File: config.mk
export PLATFORM = sky130hd
export DESIGN_NAME = exec_init_loader
export DESIGN_NICKNAME = d
export VERILOG_FILES = /design/src/rtl/exec_init_loader.sv
export SDC_FILE = /design/constraint.sdc
export NUM_CORES = 1
export LEC_CHECK = 0
export ABC_AREA = 1
export BUFFER_PORTS_ARGS = -buffer_cell sky130_fd_sc_hd__buf_2
export CAP_MARGIN = 40
export CELL_PAD_IN_SITES_DETAIL_PLACEMENT = 0
export CELL_PAD_IN_SITES_GLOBAL_PLACEMENT = 1
export CORE_MARGIN = 2
export CORE_UTILIZATION = 40
export DETAILED_ROUTE_END_ITERATION = 6
export PLACE_DENSITY_LB_ADDON = 0.1
export SETUP_SLACK_MARGIN = 0.3
export SLEW_MARGIN = 20
export SYNTH_ARGS = -nofsm -noshare
export SYNTH_HDL_FRONTEND = slang
export SYNTH_SLANG_ARGS = --single-unit
File: constraint.sdc
create_clock -name clk -period 1.8 [get_ports clk]
set_input_delay 0.18 -clock clk [delete_from_list [all_inputs] [get_ports clk]]
set_output_delay 0.18 -clock clk [all_outputs]
set_load 0.02 [all_outputs]
File: src/rtl/exec_init_loader.sv
// exec_init_loader: collects 48-bit initial values for registers A, B and C
// from a byte stream, then shifts them MSB-first onto the execute stage's
// serial init lines while init_regs is high, and finally pulses load_done.
//
// Optional build macro EXEC_INIT_LOADER_CHECKSUM_EN: the 18 data bytes are
// followed by one XOR checksum byte. A mismatch skips the shift phase and
// sets the sticky load_err flag.
//
// state   | meaning
// --------+------------------------------------------------------------
// IDLE    | waiting for the first byte of register A
// COLLECT | accepting the remaining data (and checksum) bytes
// SHIFT   | presenting one bit per cycle on the three serial lines
// DONE    | one-cycle completion, load_done pulses after this state
//
// Serial outputs, init_regs and load_done are registered. As a result the
// first serial bit appears one cycle after the last byte is accepted, and
// load_done follows the last shift bit directly.
module exec_init_loader #(
  parameter  int REG_WIDTH = 48,
  localparam int NUM_BYTES = REG_WIDTH / 8
) (
  input  logic       clk,
  input  logic       rst,
  input  logic [7:0] in_data,
  input  logic       in_valid,
  output logic       in_ready,
  input  logic       abort,
  output logic       init_regs,
  output logic       A_lsb_opcode_0,
  output logic       B_lsb_opcode_1,
  output logic       C_lsb_opcode_2,
  output logic       busy,
  output logic       load_done,
  output logic       load_err
);

  localparam int DATA_BYTES = 3 * NUM_BYTES;
  localparam int CNT_W      = $clog2(DATA_BYTES + 2);
  localparam int SH_W       = $clog2(REG_WIDTH);

  typedef enum logic [1:0] {
    S_IDLE    = 2'd0,
    S_COLLECT = 2'd1,
    S_SHIFT   = 2'd2,
    S_DONE    = 2'd3
  } state_t;

  state_t                 r_state;
  state_t                 w_next_state;
  logic [CNT_W-1:0]       r_byte_cnt;
  logic [SH_W-1:0]        r_shift_cnt;
  logic [REG_WIDTH-1:0]   r_shadow_a;
  logic [REG_WIDTH-1:0]   r_shadow_b;
  logic [REG_WIDTH-1:0]   r_shadow_c;
  logic                   r_init_regs;
  logic                   r_a_bit;
  logic                   r_b_bit;
  logic                   r_c_bit;
  logic                   r_load_done;
  logic                   w_in_ready;
  logic                   w_accept;
  logic                   w_last_byte;
  logic                   w_shifting;

`ifdef EXEC_INIT_LOADER_CHECKSUM_EN
  logic [7:0]             r_csum;
  logic                   r_load_err;
  logic                   w_csum_ok;

  // The checksum byte sits right after the last C byte.
  assign w_last_byte = (r_byte_cnt == CNT_W'(DATA_BYTES));
  assign w_csum_ok   = (in_data == r_csum);
  assign load_err    = r_load_err;
`else
  assign w_last_byte = (r_byte_cnt == CNT_W'(DATA_BYTES - 1));
  assign load_err    = 1'b0;
`endif

  // Abort in SHIFT must drop init_regs on the very next cycle.
  assign w_shifting = (r_state == S_SHIFT) && !abort;

  // Next-state logic and the state-only handshake signals.
  always_comb begin
    w_next_state = r_state;
    w_in_ready   = (r_state == S_IDLE) || (r_state == S_COLLECT);
    w_accept     = in_valid && w_in_ready;
    case (r_state)
      S_IDLE: begin
        if (w_accept) w_next_state = S_COLLECT;
      end
      S_COLLECT: begin
        if (abort) begin
          w_next_state = S_IDLE;
        end else if (w_accept && w_last_byte) begin
`ifdef EXEC_INIT_LOADER_CHECKSUM_EN
          w_next_state = w_csum_ok ? S_SHIFT : S_IDLE;
`else
          w_next_state = S_SHIFT;
`endif
        end
      end
      S_SHIFT: begin
        if (abort) begin
          w_next_state = S_IDLE;
        end else if (r_shift_cnt == SH_W'(REG_WIDTH - 1)) begin
          w_next_state = S_DONE;
        end
      end
      S_DONE: begin
        w_next_state = S_IDLE;
      end
      default: begin
        w_next_state = S_IDLE;
      end
    endcase
  end

  // State register.
  always_ff @(posedge clk) begin
    if (rst) r_state <= S_IDLE;
    else     r_state <= w_next_state;
  end

  // Byte collection into the shadows and shifting them out.
  always_ff @(posedge clk) begin
    if (rst) begin
      r_byte_cnt  <= '0;
      r_shift_cnt <= '0;
      r_shadow_a  <= '0;
      r_shadow_b  <= '0;
      r_shadow_c  <= '0;
`ifdef EXEC_INIT_LOADER_CHECKSUM_EN
      r_csum      <= '0;
      r_load_err  <= 1'b0;
`endif
    end else begin
      case (r_state)
        S_IDLE: begin
          if (w_accept) begin
            r_shadow_a <= {r_shadow_a[REG_WIDTH-9:0], in_data};
            r_byte_cnt <= CNT_W'(1);
`ifdef EXEC_INIT_LOADER_CHECKSUM_EN
            r_csum     <= in_data;
            r_load_err <= 1'b0;
`endif
          end
        end
        S_COLLECT: begin
          if (abort) begin
            r_byte_cnt <= '0;
            r_shadow_a <= '0;
            r_shadow_b <= '0;
            r_shadow_c <= '0;
`ifdef EXEC_INIT_LOADER_CHECKSUM_EN
            r_csum     <= '0;
`endif
          end else if (w_accept) begin
            if (r_byte_cnt < CNT_W'(NUM_BYTES)) begin
              r_shadow_a <= {r_shadow_a[REG_WIDTH-9:0], in_data};
            end else if (r_byte_cnt < CNT_W'(2 * NUM_BYTES)) begin
              r_shadow_b <= {r_shadow_b[REG_WIDTH-9:0], in_data};
            end else if (r_byte_cnt < CNT_W'(DATA_BYTES)) begin
              r_shadow_c <= {r_shadow_c[REG_WIDTH-9:0], in_data};
            end
`ifdef EXEC_INIT_LOADER_CHECKSUM_EN
            r_csum <= r_csum ^ in_data;
`endif
            if (w_last_byte) begin
              r_byte_cnt  <= '0;
              r_shift_cnt <= '0;
`ifdef EXEC_INIT_LOADER_CHECKSUM_EN
              if (!w_csum_ok) begin
                r_load_err <= 1'b1;
                r_shadow_a <= '0;
                r_shadow_b <= '0;
                r_shadow_c <= '0;
              end
`endif
            end else begin
              r_byte_cnt <= r_byte_cnt + CNT_W'(1);
            end
          end
        end
        S_SHIFT: begin
          if (abort) begin
            r_shift_cnt <= '0;
            r_shadow_a  <= '0;
            r_shadow_b  <= '0;
            r_shadow_c  <= '0;
          end else begin
            r_shift_cnt <= r_shift_cnt + SH_W'(1);
            r_shadow_a  <= {r_shadow_a[REG_WIDTH-2:0], 1'b0};
            r_shadow_b  <= {r_shadow_b[REG_WIDTH-2:0], 1'b0};
            r_shadow_c  <= {r_shadow_c[REG_WIDTH-2:0], 1'b0};
          end
        end
        default: begin
        end
      endcase
    end
  end

  // Registered serial lines, init strobe and completion pulse.
  always_ff @(posedge clk) begin
    if (rst) begin
      r_init_regs <= 1'b0;
      r_a_bit     <= 1'b0;
      r_b_bit     <= 1'b0;
      r_c_bit     <= 1'b0;
      r_load_done <= 1'b0;
    end else begin
      r_init_regs <= w_shifting;
      r_a_bit     <= w_shifting & r_shadow_a[REG_WIDTH-1];
      r_b_bit     <= w_shifting & r_shadow_b[REG_WIDTH-1];
      r_c_bit     <= w_shifting & r_shadow_c[REG_WIDTH-1];
      r_load_done <= (r_state == S_DONE);
    end
  end

  assign in_ready       = w_in_ready;
  assign busy           = (r_state != S_IDLE);
  assign init_regs      = r_init_regs;
  assign A_lsb_opcode_0 = r_a_bit;
  assign B_lsb_opcode_1 = r_b_bit;
  assign C_lsb_opcode_2 = r_c_bit;
  assign load_done      = r_load_done;

endmodule

==> results of run 1 <==
[flip-flops by register name, summed over array words and instances (netlist names)]
| name | cells |
|---|---|
| load_done | 1 |
| A_lsb_opcode_0 | 1 |
| B_lsb_opcode_1 | 1 |
| r_byte_cnt | 5 |
| r_state | 2 |
| r_shift_cnt | 6 |
| r_shadow_b | 48 |
| r_shadow_c | 48 |
| init_regs | 1 |
| C_lsb_opcode_2 | 1 |
| r_shadow_a | 48 |
[metal layers]
layer,vias to the layer above,track usage
met2,181,0.364
met5,-,0
li1,4816,-
met4,0,0.0585
met3,30,0.0381
met1,4433,0.336
[synth_stat cells (all sizes together)]
| cell | instances | area (sq um) |
|---|---|---|
| a22oi | 1 | 7.51 |
| or2 | 1 | 6.26 |
| conb | 1 | 3.75 |
| nor2 | 368 | 1410 |
| o21bai | 1 | 7.51 |
| o21ai | 89 | 449 |
| ha | 9 | 113 |
| clkbuf | 40 | 150 |
| nand3 | 260 | 1300 |
| xor2 | 2 | 17.5 |
| nand4 | 1 | 6.26 |
| inv | 197 | 742 |
| nand2 | 300 | 1130 |
| buf | 64 | 363 |
| and2 | 2 | 12.5 |
| a21oi | 15 | 78.8 |
| o21a | 1 | 7.51 |
| a21boi | 18 | 135 |
| dfxtp | 162 | 3240 |
| nand3b | 1 | 7.51 |
[stage by stage]
step	util	total power, mW	std cells	cell area (sq um)
2_1_floorplan	-	11.9	1533	9300
3_3_place_gp	0.433	14.1	1771	9770
3_5_place_dp	0.433	14.2	1771	9770
4_1_cts	0.497	20.1	1840	11200
5_1_grt	0.536	23.7	1865	12100
6_report	0.536	22.0	1865	12100
[area by class of cell]
cell class / instances / area [sq um]
fill: 2316 / 10500
multi-input combinational: 1073 / 5400
sequential: 162 / 3250
timing repair buffer: 116 / 1690
inverter: 197 / 764
clock buffer: 21 / 450
tap: 285 / 357
clock inverter: 11 / 176
[worst max-delay path by stage]
stage | endpoint | start | slack (ns) | cells past startpoint
after floorplan | r_shadow_b[33] | r_state[0] | 0.25 | 10
after global routing | r_shadow_a[40] | r_state[1] | 0.02 | 13
after CTS | r_shadow_b[14] | r_state[1] | 0.12 | 10
final | r_shadow_a[40] | r_state[1] | 0.10 | 9
after detailed placement | r_shadow_b[18] | r_state[1] | 0.03 | 10
after global placement | r_byte_cnt[1] | r_state[1] | 0.06 | 6
[cell families (layout without fill, tap and decap cells)]
group,count (synthesis),count (layout),share of synthesized area
other cells,1,1,0.000408
xor+xnor,2,2,0.00191
flops,162,162,0.353
fa+ha+maj,9,9,0.0123
buf+inv,301,345,0.137
simple gates,933,936,0.421
compound gates,125,125,0.0746
[repair_timing]
item | 4_1_cts | 5_1_grt
resized for setup | 81 | 153
cloned | 13 | 13
setup buffers | 24 | 12
pin swaps | 11 | 51
setup endpoints to repair | 159 | 159
[power groups by stage]
stage          Sequential (mW)  Combinational (mW)  Clock (mW)
2_1_floorplan             5.21                6.74           0
6_report                  5.45                12.6        3.97
4_1_cts                   5.34                10.7        4.04
3_3_place_gp              5.38                8.72           0
3_5_place_dp              5.40                8.79           0
5_1_grt                   5.57                14.0        4.18
[critical path, stage by stage (launching register included)]
cell and delay (ns):
sky130_fd_sc_hd__dfxtp_4 0.37, sky130_fd_sc_hd__inv_6 0.05, sky130_fd_sc_hd__ha_4 0.20, sky130_fd_sc_hd__inv_6 0.10
sky130_fd_sc_hd__nor2_8 0.06, sky130_fd_sc_hd__o21ai_4 0.21, sky130_fd_sc_hd__and2_4 0.30, sky130_fd_sc_hd__buf_12 0.19
sky130_fd_sc_hd__nor2_1 0.05, sky130_fd_sc_hd__nor2_1 0.10
==> implementation parameters, run 1 <==
Parameter                              Value

Routing
  Top routing layer in use    met4
  Via density per instance    5.07
  Routed length on met1    14600 um
  Total iterations of the first detailed-routing run    5
  Total number of vias    9460
  Wire length on met2    12900 um
  Length of routed met3 wiring    1190 um
  Iteration-0 DRC count of the detailed router    651
  Remaining number of nets flagged by the antenna check after routing    0
  Routed length per instance    15.7 um
  Drc violations    0
  WL final    29200 um

STA
  Final max-slew violation count    0
  Hold Fails Final Rpt    0
  Achievable Freq    0.588 GHz
  Fin crit share    0.944
  Setup TNS Final    0 ns
  Setup repair after global routing missed its margin    yes
  Worst hold margin    0.0742 ns
  Setup violations, final    0
  Clock period minus worst slack    1.70 ns
  Setup clock skew after layout    0.0137 ns
  Final worst setup slack    0.101 ns

Global routing
  Wire length of the first global-routing pass    45300 um
  Total global routing overflow    0
  Maximum number of pins on one net before global-route repair    81
  GRT Resource Usage Total    0.233
  Antenna violations before repair    1
  Number of global-route vias before repair    8525

Place
  RePlAce Congestion    0.787
  Count of buffers from port buffering    18
  Worst slack after detailed placement    0.0319 ns
  HPWL after DPL    15400 um

Die
  Die extent in x    156 um
  IO Pins    20
  # rows    55
  Starting density of the core    0.407
  Placeable core region    22600 sq um
  Vertical die dimension    156 um
  Total Die Area    24200 sq um

Synthesis
  Mean instance size in the synthesized netlist    5.99 sq um
  Post-synth design cell area    9190 sq um
  Yosys warning count    0
  Register bit total from synthesis    162
  Seq/Total Area, Yosys    0.353
  Post-Synthesis Cells    1533
  Nets in the synthesized netlist    1554
  Count of cell types in the netlist    31

Clock tree
  Clock root cell    sky130_fd_sc_hd__clkbuf_16
  Worst skew pair latency    0.43 ns
  Number of H-tree branching levels    4
  Hold-fix buffers at CTS    0
  TritonCTS clock tree    built
  Maximum buffer depth of the clock tree    2
  Number of clock sinks    162
  CTS clock-pin slew for the worst setup and hold paths    0.07 ns
  Number of clock buffers inserted by TritonCTS    17

Critical path
  Critical path capture point type    flip-flop
  Crit path kind    reg -> reg
  Setup slack of the most critical reg-to-reg path    0.10 ns
  Worst reg2reg path endpoint    r_shadow_a[40]
  Worst endpoint required time    2.16 ns
  Startpoint type of the worst setup path    flip-flop
  Worst EP arrival    2.06 ns
  Path depth of the worst reg2reg path    9
  Critical Path Fanout Max    15
  FF-to-FF Start    r_state[1]

Worst hold path
  Hold path depth    2
  Path category of the worst min-delay check    in -> reg
  Worst hold path startpoint    rst
  Hold EP    A_lsb_opcode_0

Outcome
  Run status    finished clean

Power and ir drop
  Switch share    0.425
  Proportion of power drawn by the clock network    0.180
  Switching power of the nets    9.34 mW
  Internal power consumption    12.7 mW
  Leakage power    5.27 nW
  Peak supply drop    0.000881 V
  Portion of total power attributed to combinational logic    0.572
  P per Cell Area    1820 nW/um^2
  Seq pwr share    0.248

Finish
  Antenna diode count    0
  NumNets Final    1588
  Ratio of cells with drive above 1 in the final layout    0.185
  Commonest non-fill, non-tap cell in the layout    sky130_fd_sc_hd__nor2_1
  Area growth from synthesis to layout    31.6%
  Most frequent cells in the layout    sky130_fd_sc_hd__nor2_1, sky130_fd_sc_hd__nand2_1, sky130_fd_sc_hd__nand3_1

Flow run
  Number of maximum-capacitance constraint violations    0
Power figures use the tool's default switching activity.
==> inputs of run 2 (changes only) <==
Settings changed: ABC_AREA 1 to 0, CORE_UTILIZATION 40 to 44.
==> implementation parameters, run 2 <==
Parameter                              Value

Routing
  Top routing layer in use    met4
  Via density per instance    6.46 (+27%)
  Length of routed met3 wiring    530 um (-55%)
  WL final    23800 um (-19%)
  Wire length on met2    12400 um (-4.1%)
  Routed length on met1    10500 um (-28%)
  Total number of vias    7382 (-22%)
  Total iterations of the first detailed-routing run    4 (-1)
  Drc violations    0 (unchanged)
  Routed length per instance    20.8 um (+33%)
  Remaining number of nets flagged by the antenna check after routing    0 (unchanged)
  Iteration-0 DRC count of the detailed router    526 (-19%)

Synthesis
  Post-Synthesis Cells    862 (-44%)
  Cells taking the most area after synthesis    sky130_fd_sc_hd__dfxtp_1, sky130_fd_sc_hd__mux2i_1, sky130_fd_sc_hd__a21oi_1
  Number of enable flip-flop cells after synthesis    0 (unchanged)
  Nets in the synthesized netlist    883 (-43%)
  Area fraction of the dominant cell type after synthesis    0.403 (+0.0497)
  Most numerous cell in the Yosys netlist    sky130_fd_sc_hd__dfxtp_1
  Mean instance size in the synthesized netlist    9.35 sq um (+56%)
  Register bit total from synthesis    162 (unchanged)
  Commonest cells in the netlist    sky130_fd_sc_hd__dfxtp_1, sky130_fd_sc_hd__a21oi_1, sky130_fd_sc_hd__mux2i_1, sky130_fd_sc_hd__clkbuf_1, sky130_fd_sc_hd__o21ai_0
  Yosys warning count    0 (unchanged)
  Post-synth design cell area    8060 sq um (-12%)
  Cell taking the most area after synthesis    sky130_fd_sc_hd__dfxtp_1
  Seq/Total Area, Yosys    0.403 (+0.0497)
  Count of cell types in the netlist    59 (+90%)
  Synth async-reset ratio    0 (unchanged)
  Primary FF master, synth    sky130_fd_sc_hd__dfxtp_1

Clock tree
  CTS clock-pin slew for the worst setup and hold paths    0.06 ns (about the same)
  Maximum buffer depth of the clock tree    2 (unchanged)
  Worst skew pair latency    0.43 ns (about the same)
  Number of clock sinks    162 (unchanged)
  Number of H-tree branching levels    4 (unchanged)
  Number of clock buffers inserted by TritonCTS    17 (unchanged)
  Hold-fix buffers at CTS    0 (unchanged)
  TritonCTS clock tree    built
  Clock root cell    sky130_fd_sc_hd__clkbuf_16

Finish
  Area of the multi-input gates    5550 sq um (+2.6%)
  Commonest non-fill, non-tap cell in the layout    sky130_fd_sc_hd__dfxtp_1
  Antenna diode count    0 (unchanged)
  Area growth from synthesis to layout    44.7%
  Final design area excluding fillers    11700 sq um (-3.6%)
  Seq. cell area    3260 sq um (+0.27%)
  Ratio of cells with drive above 1 in the final layout    0.398 (+0.213)
  Count of filler cells inserted in the layout    1368 (-41%)
  NumNets Final    926 (-42%)
  Most frequent cells in the layout    sky130_fd_sc_hd__dfxtp_1, sky130_fd_sc_hd__a21oi_1, sky130_fd_sc_hd__mux2i_1
  Registers with the most flip-flops    r_shadow_a x48, r_shadow_b x48, r_shadow_c x48

Global routing
  Total global routing overflow    0 (unchanged)
  GRT Resource Usage Total    0.229 (-0.00450)
  Antenna violations before repair    0 (-1)
  Number of global-route vias before repair    7004 (-18%)
  Maximum number of pins on one net before global-route repair    99 (+22%)
  Wire length of the first global-routing pass    37000 um (-18%)

Critical path
  Startpoint type of the worst setup path    flip-flop
  Critical path capture point type    flip-flop
  Most repeated library cell on the critical path    sky130_fd_sc_hd__buf_12
  Cell type of the slowest stage on the worst timing path    sky130_fd_sc_hd__dfxtp_4
  Worst EP arrival    2.14 ns (+0.08 ns)
  Critical Path Fanout Max    7 (-8)
  Maximum cell stage delay along the critical path    0.37 ns (about the same)
  Worst endpoint required time    2.13 ns (-0.03 ns)
  Chain of cells forming the critical path    inv_4 -> ha_4 -> and2b_4 -> and2_4 -> buf_12 -> buf_12 -> a22oi_2 -> a311oi_1
  Crit path kind    reg -> reg

Die
  Die extent in x    139 um (-10%)
  Total Die Area    19400 sq um (-20%)
  Starting density of the core    0.448 (+0.0413)
  Vertical die dimension    139 um (-10%)
  Placeable core region    18000 sq um (-20%)
  IO Pins    20 (unchanged)
  # rows    49 (-11%)

Outcome
  Run status    complete, but fails checks
  Failing checks    setup timing

STA
  Hold Fails Final Rpt    0 (unchanged)
  Final max-slew violation count    0 (unchanged)
  Achievable Freq    0.552 GHz (-6.3%)
  Setup repair after global routing missed its margin    yes
  Setup clock skew after layout    0.00684 ns (-0.00687 ns)
  Clock period minus worst slack    1.81 ns (+0.114 ns)
  Fin crit share    1.01 (+0.0631)
  Final worst setup slack    -0.0131 ns (-0.114 ns)
  Setup violations, final    6 (+6)

Place
  Cell area reported after detailed placement    8730 sq um (-11%)
  Count of buffers from port buffering    18 (unchanged)
  RePlAce Congestion    0.780 (-0.88%)
  HPWL after DPL    11700 um (-24%)
  Worst slack after detailed placement    -0.0975 ns (-0.129 ns)

Flow run
  Number of maximum-capacitance constraint violations    0 (unchanged)

Power and ir drop
  Peak supply drop    0.000729 V (-17%)
  P per Cell Area    843 nW/um^2 (-54%)
  Leakage power    3.69 nW (-30%)

Worst hold path
  Path category of the worst min-delay check    in -> reg
[run 2: changes by cell type after synthesis, moves of 48 or more]
| cell | before | now |
|---|---|---|
| sky130_fd_sc_hd__mux2i_1 | 0 | 95 |
| sky130_fd_sc_hd__nor2_1 | 364 | 7 |
| sky130_fd_sc_hd__nand3_1 | 260 | 6 |
| sky130_fd_sc_hd__a21oi_1 | 14 | 100 |
| sky130_fd_sc_hd__o31ai_1 | 0 | 48 |
| sky130_fd_sc_hd__inv_1 | 193 | 4 |
| sky130_fd_sc_hd__nand2_1 | 299 | 9 |
[run 2: per-stage QoR]
| step | std cells | setup TNS [ns] | hold slack [ns] | util | power, mW |
|---|---|---|---|---|---|
| 3_3_place_gp | 1047 | -0.00500 | 0.458 | 0.486 | 5.35 |
| 3_5_place_dp | 1047 | -1.01 | 0.465 | 0.486 | 5.39 |
| 2_1_floorplan | 862 | 0 | 0.334 | - | 5.01 |
| 4_1_cts | 1123 | 0 | 0.0571 | 0.598 | 9.50 |
| 6_report | 1142 | -0.0249 | 0.0730 | 0.649 | 9.82 |
| 5_1_grt | 1142 | -3.75 | 0.0625 | 0.649 | 10.2 |
[run 2: cell type report]
type | count | share of cell area
Inverter | 6 | 0.00279
Clock buffer | 21 | 0.0403
Multi-Input combinational cell | 583 | 0.476
Sequential cell | 162 | 0.280
Timing Repair Buffer | 135 | 0.170
Tap cell | 229 | 0.0246
Clock inverter | 6 | 0.00719
[run 2: final timing paths]
kind / start / to / slack (ns) / cells past startpoint
hold / removal: in_data[0] / r_shadow_a[0] / 0.07 / 3
setup reg to reg: r_state[0] / r_shadow_a[5] / -0.01 / 8
hold reg to reg: r_shadow_b[47] / r_shadow_b[47] / 0.47 / 2
setup / recovery: r_state[0] / r_shadow_a[5] / -0.01 / 8
[run 2: logic make-up after synthesis]
group           synth area share
compound gates             0.270
fa+ha+maj                 0.0140
buf+inv                   0.0685
flops                      0.403
mux                        0.119
other cells             0.000465
simple gates               0.125
[run 2: power breakdown]
group          internal [mW]  switching [mW]  leakage (nW)
Combinational           1.11            1.23          2.10
Clock                   2.11            1.44         0.277
Sequential              3.75           0.194          1.32
[run 2: routing by layer]
layer  track usage  vias to the layer above
li1              -                     3500
met1         0.293                     3733
met2         0.394                      120
met3        0.0375                       29
met4        0.0718                        0
met5             0                        -
[run 2: worst max-delay path, delay by kind of cell (launching register included)]
family                   cells  cell delay, ns
AND/OR/NAND/NOR              2            0.43
flip-flops                   1            0.37
AO/OA/AOI/OAI                2            0.35
buffers and inverters        3            0.35
adder cells (fa/ha/maj)      1            0.22
[run 2: repair_timing]
item	4_1_cts	5_1_grt
endpoints found under the setup margin	158	159
gates resized for setup	156	131
pin swaps	98	42
gates cloned	20	6
buffers inserted	29	13
==> inputs of run 3 (changes only) <==
Settings changed: CORE_UTILIZATION 44 to 49.
Clock period 1.8 ns to 1.7 ns, I/O delays scaled along.
==> implementation parameters, run 3 (synthesized netlist as in run 2, its figures left out) <==
Parameter                              Value

Routing
  Via density per instance    6.53 (+1.0%)
  Iteration-0 DRC count of the detailed router    603 (+15%)
  Remaining number of nets flagged by the antenna check after routing    0 (unchanged)
  WL final    23800 um (+0.15%)
  Drc violations    0 (unchanged)
  Routed length per instance    20.5 um (-1.4%)
  Total number of vias    7574 (+2.6%)
  Total iterations of the first detailed-routing run    5 (+1)

Place
  Worst slack after detailed placement    -0.122 ns (-0.0243 ns)
  HPWL after DPL    12000 um (+2.7%)
  Cell area reported after detailed placement    9040 sq um (+3.6%)
  Count of buffers from port buffering    18 (unchanged)
  RePlAce Congestion    0.840 (+7.7%)
  Number of cells in the design after placement    1066 (+1.8%)

Worst hold path
  Hold path depth    3 (unchanged)
  Path category of the worst min-delay check    in -> reg
  Worst hold path startpoint    in_data[0]
  Hold EP    r_shadow_a[0]

Power and ir drop
  Final Total Pwr    11.0 mW (+11%)
  Leakage power    3.74 nW (+1.3%)
  P per Cell Area    962 nW/um^2 (+14%)
  Peak supply drop    0.000681 V (-6.7%)

STA
  Hold Fails Final Rpt    0 (unchanged)
  Final worst setup slack    -0.143 ns (-0.130 ns)
  Worst hold margin    0.0667 ns (-0.00633 ns)
  Setup repair after global routing missed its margin    yes
  Setup violations, final    141 (+135)
  Clock period minus worst slack    1.84 ns (+0.0296 ns)
  Achievable Freq    0.543 GHz (-1.6%)
  Fin crit share    1.08 (+0.0767)
  Setup TNS Final    -8.61 ns (-8.58 ns)
  Final max-slew violation count    0 (unchanged)
  Setup clock skew after layout    0.00981 ns (+0.00297 ns)

Critical path
  Setup slack of the most critical reg-to-reg path    -0.14 ns (-0.13 ns)
  Critical path capture point type    flip-flop
  Crit path kind    reg -> reg
  FF-to-FF Start    r_state[0]
  Worst endpoint required time    2.03 ns (-0.10 ns)
  Startpoint type of the worst setup path    flip-flop
  Worst reg2reg path endpoint    r_shadow_c[33]
  Worst EP arrival    2.17 ns (+0.03 ns)
  Critical Path Fanout Max    6 (-1)
  Path depth of the worst reg2reg path    7 (-1)

Global routing
  Wire length of the first global-routing pass    36500 um (-1.2%)
  Number of global-route vias before repair    7146 (+2.0%)
  GRT Resource Usage Total    0.253 (+0.0239)
  Total global routing overflow    0 (unchanged)
  Maximum number of pins on one net before global-route repair    95 (-4.0%)
  Antenna violations before repair    0 (unchanged)

Die
  Total Die Area    17500 sq um (-9.9%)
  Die extent in x    132 um (-5.1%)
  Starting density of the core    0.504 (+0.0550)
  IO Pins    20 (unchanged)
  Vertical die dimension    132 um (-5.1%)
  # rows    46 (-6.1%)
  Placeable core region    16000 sq um (-11%)

Finish
  Antenna diode count    0 (unchanged)
  Final Instance Count excl. Fillers    1160 (+1.6%)
  Final design area excluding fillers    11400 sq um (-2.4%)
  Ratio of cells with drive above 1 in the final layout    0.368 (-0.0300)
  Most frequent cells in the layout    sky130_fd_sc_hd__dfxtp_1, sky130_fd_sc_hd__mux2i_1, sky130_fd_sc_hd__a21oi_1
  NumNets Final    952 (+2.8%)
  Area growth from synthesis to layout    41.2%
  Registers with the most flip-flops    r_shadow_a x48, r_shadow_b x48, r_shadow_c x48
  Commonest non-fill, non-tap cell in the layout    sky130_fd_sc_hd__dfxtp_1
  Finished Core Util    0.711 (+0.0620)

Clock tree
  Number of clock buffers inserted by TritonCTS    17 (unchanged)
  Clock root cell    sky130_fd_sc_hd__clkbuf_16
  TritonCTS clock tree    built
  CTS clock-pin slew for the worst setup and hold paths    0.06 ns (about the same)
  Number of H-tree branching levels    4 (unchanged)
  Number of clock sinks    162 (unchanged)
  Maximum buffer depth of the clock tree    2 (unchanged)
  Worst skew pair latency    0.43 ns (about the same)

Outcome
  Run status    complete, but fails checks
  Failing checks    setup timing

Flow run
  Number of maximum-capacitance constraint violations    0 (unchanged)
==> run 3: changes by cell type in the layout (fill, tap and decap cells not counted), sizes merged <==
cell      previous run  this run
and2                 5        12
inv                  6        10
buf                131       148
clkbuf              24        22
bufinv               2         6
clkinvlp             0         1
==> run 3: cell type report <==
cell class / count / area (sq um)
Inverter: 6 / 30.0
Clock buffer: 17 / 425
Sequential cell: 162 / 3260
Tap cell: 216 / 270
Timing Repair Buffer: 154 / 2080
Fill cell: 1165 / 4620
Clock inverter: 15 / 251
Multi-Input combinational cell: 590 / 5060
==> run 3: where the power goes <==
group	switching (mW)	leakage, nW	total, mW	internal [mW]
Combinational	1.23	2.09	2.34	1.11
Sequential	0.192	1.32	4.16	3.97
Clock	1.67	0.332	4.45	2.78
Total	3.09	3.74	11.0	7.86
==> run 3: worst max path at each step <==
stage | from | to | slack [ns] | depth (start not counted)
CTS | r_state[1] | r_shadow_b[47] | -0.11 | 7
global route | r_state[0] | r_shadow_c[33] | -0.22 | 7
finish | r_state[0] | r_shadow_c[33] | -0.14 | 7
detailed placement | r_byte_cnt[2] | r_shadow_c[35] | -0.12 | 5
floorplan | r_state[0] | r_shadow_a[10] | 0.02 | 9
global placement | r_state[1] | r_shadow_a[32] | -0.05 | 8
==> run 3: worst max-delay path, cell delays in order, from the launching register on <==
cell                       delay, ns
sky130_fd_sc_hd__dfxtp_4        0.39
sky130_fd_sc_hd__inv_4          0.06
sky130_fd_sc_hd__ha_4           0.28
sky130_fd_sc_hd__o211ai_1       0.18
sky130_fd_sc_hd__buf_4          0.22
sky130_fd_sc_hd__buf_6          0.13
sky130_fd_sc_hd__and2_4         0.20
sky130_fd_sc_hd__o31ai_2        0.29
==> run 3: repair_timing <==
action                                  CTS  global route
endpoints found under the setup margin  160           162
gates cloned                             21             7
pin swaps                                36            59
gates resized for setup                 102            80
hold buffers                              0             0
setup buffers                            26             8
==> run 3: layer usage <==
metal | wire (um) | part of all wire | up-vias | global-route usage
met5 | 0 | 0 | - | 0
li1 | - | - | 3555 | -
met1 | 10500 | 0.44 | 3809 | 0.332
met2 | 12200 | 0.51 | 184 | 0.423
met4 | 253 | 0.011 | 0 | 0.0771
met3 | 915 | 0.038 | 26 | 0.0469
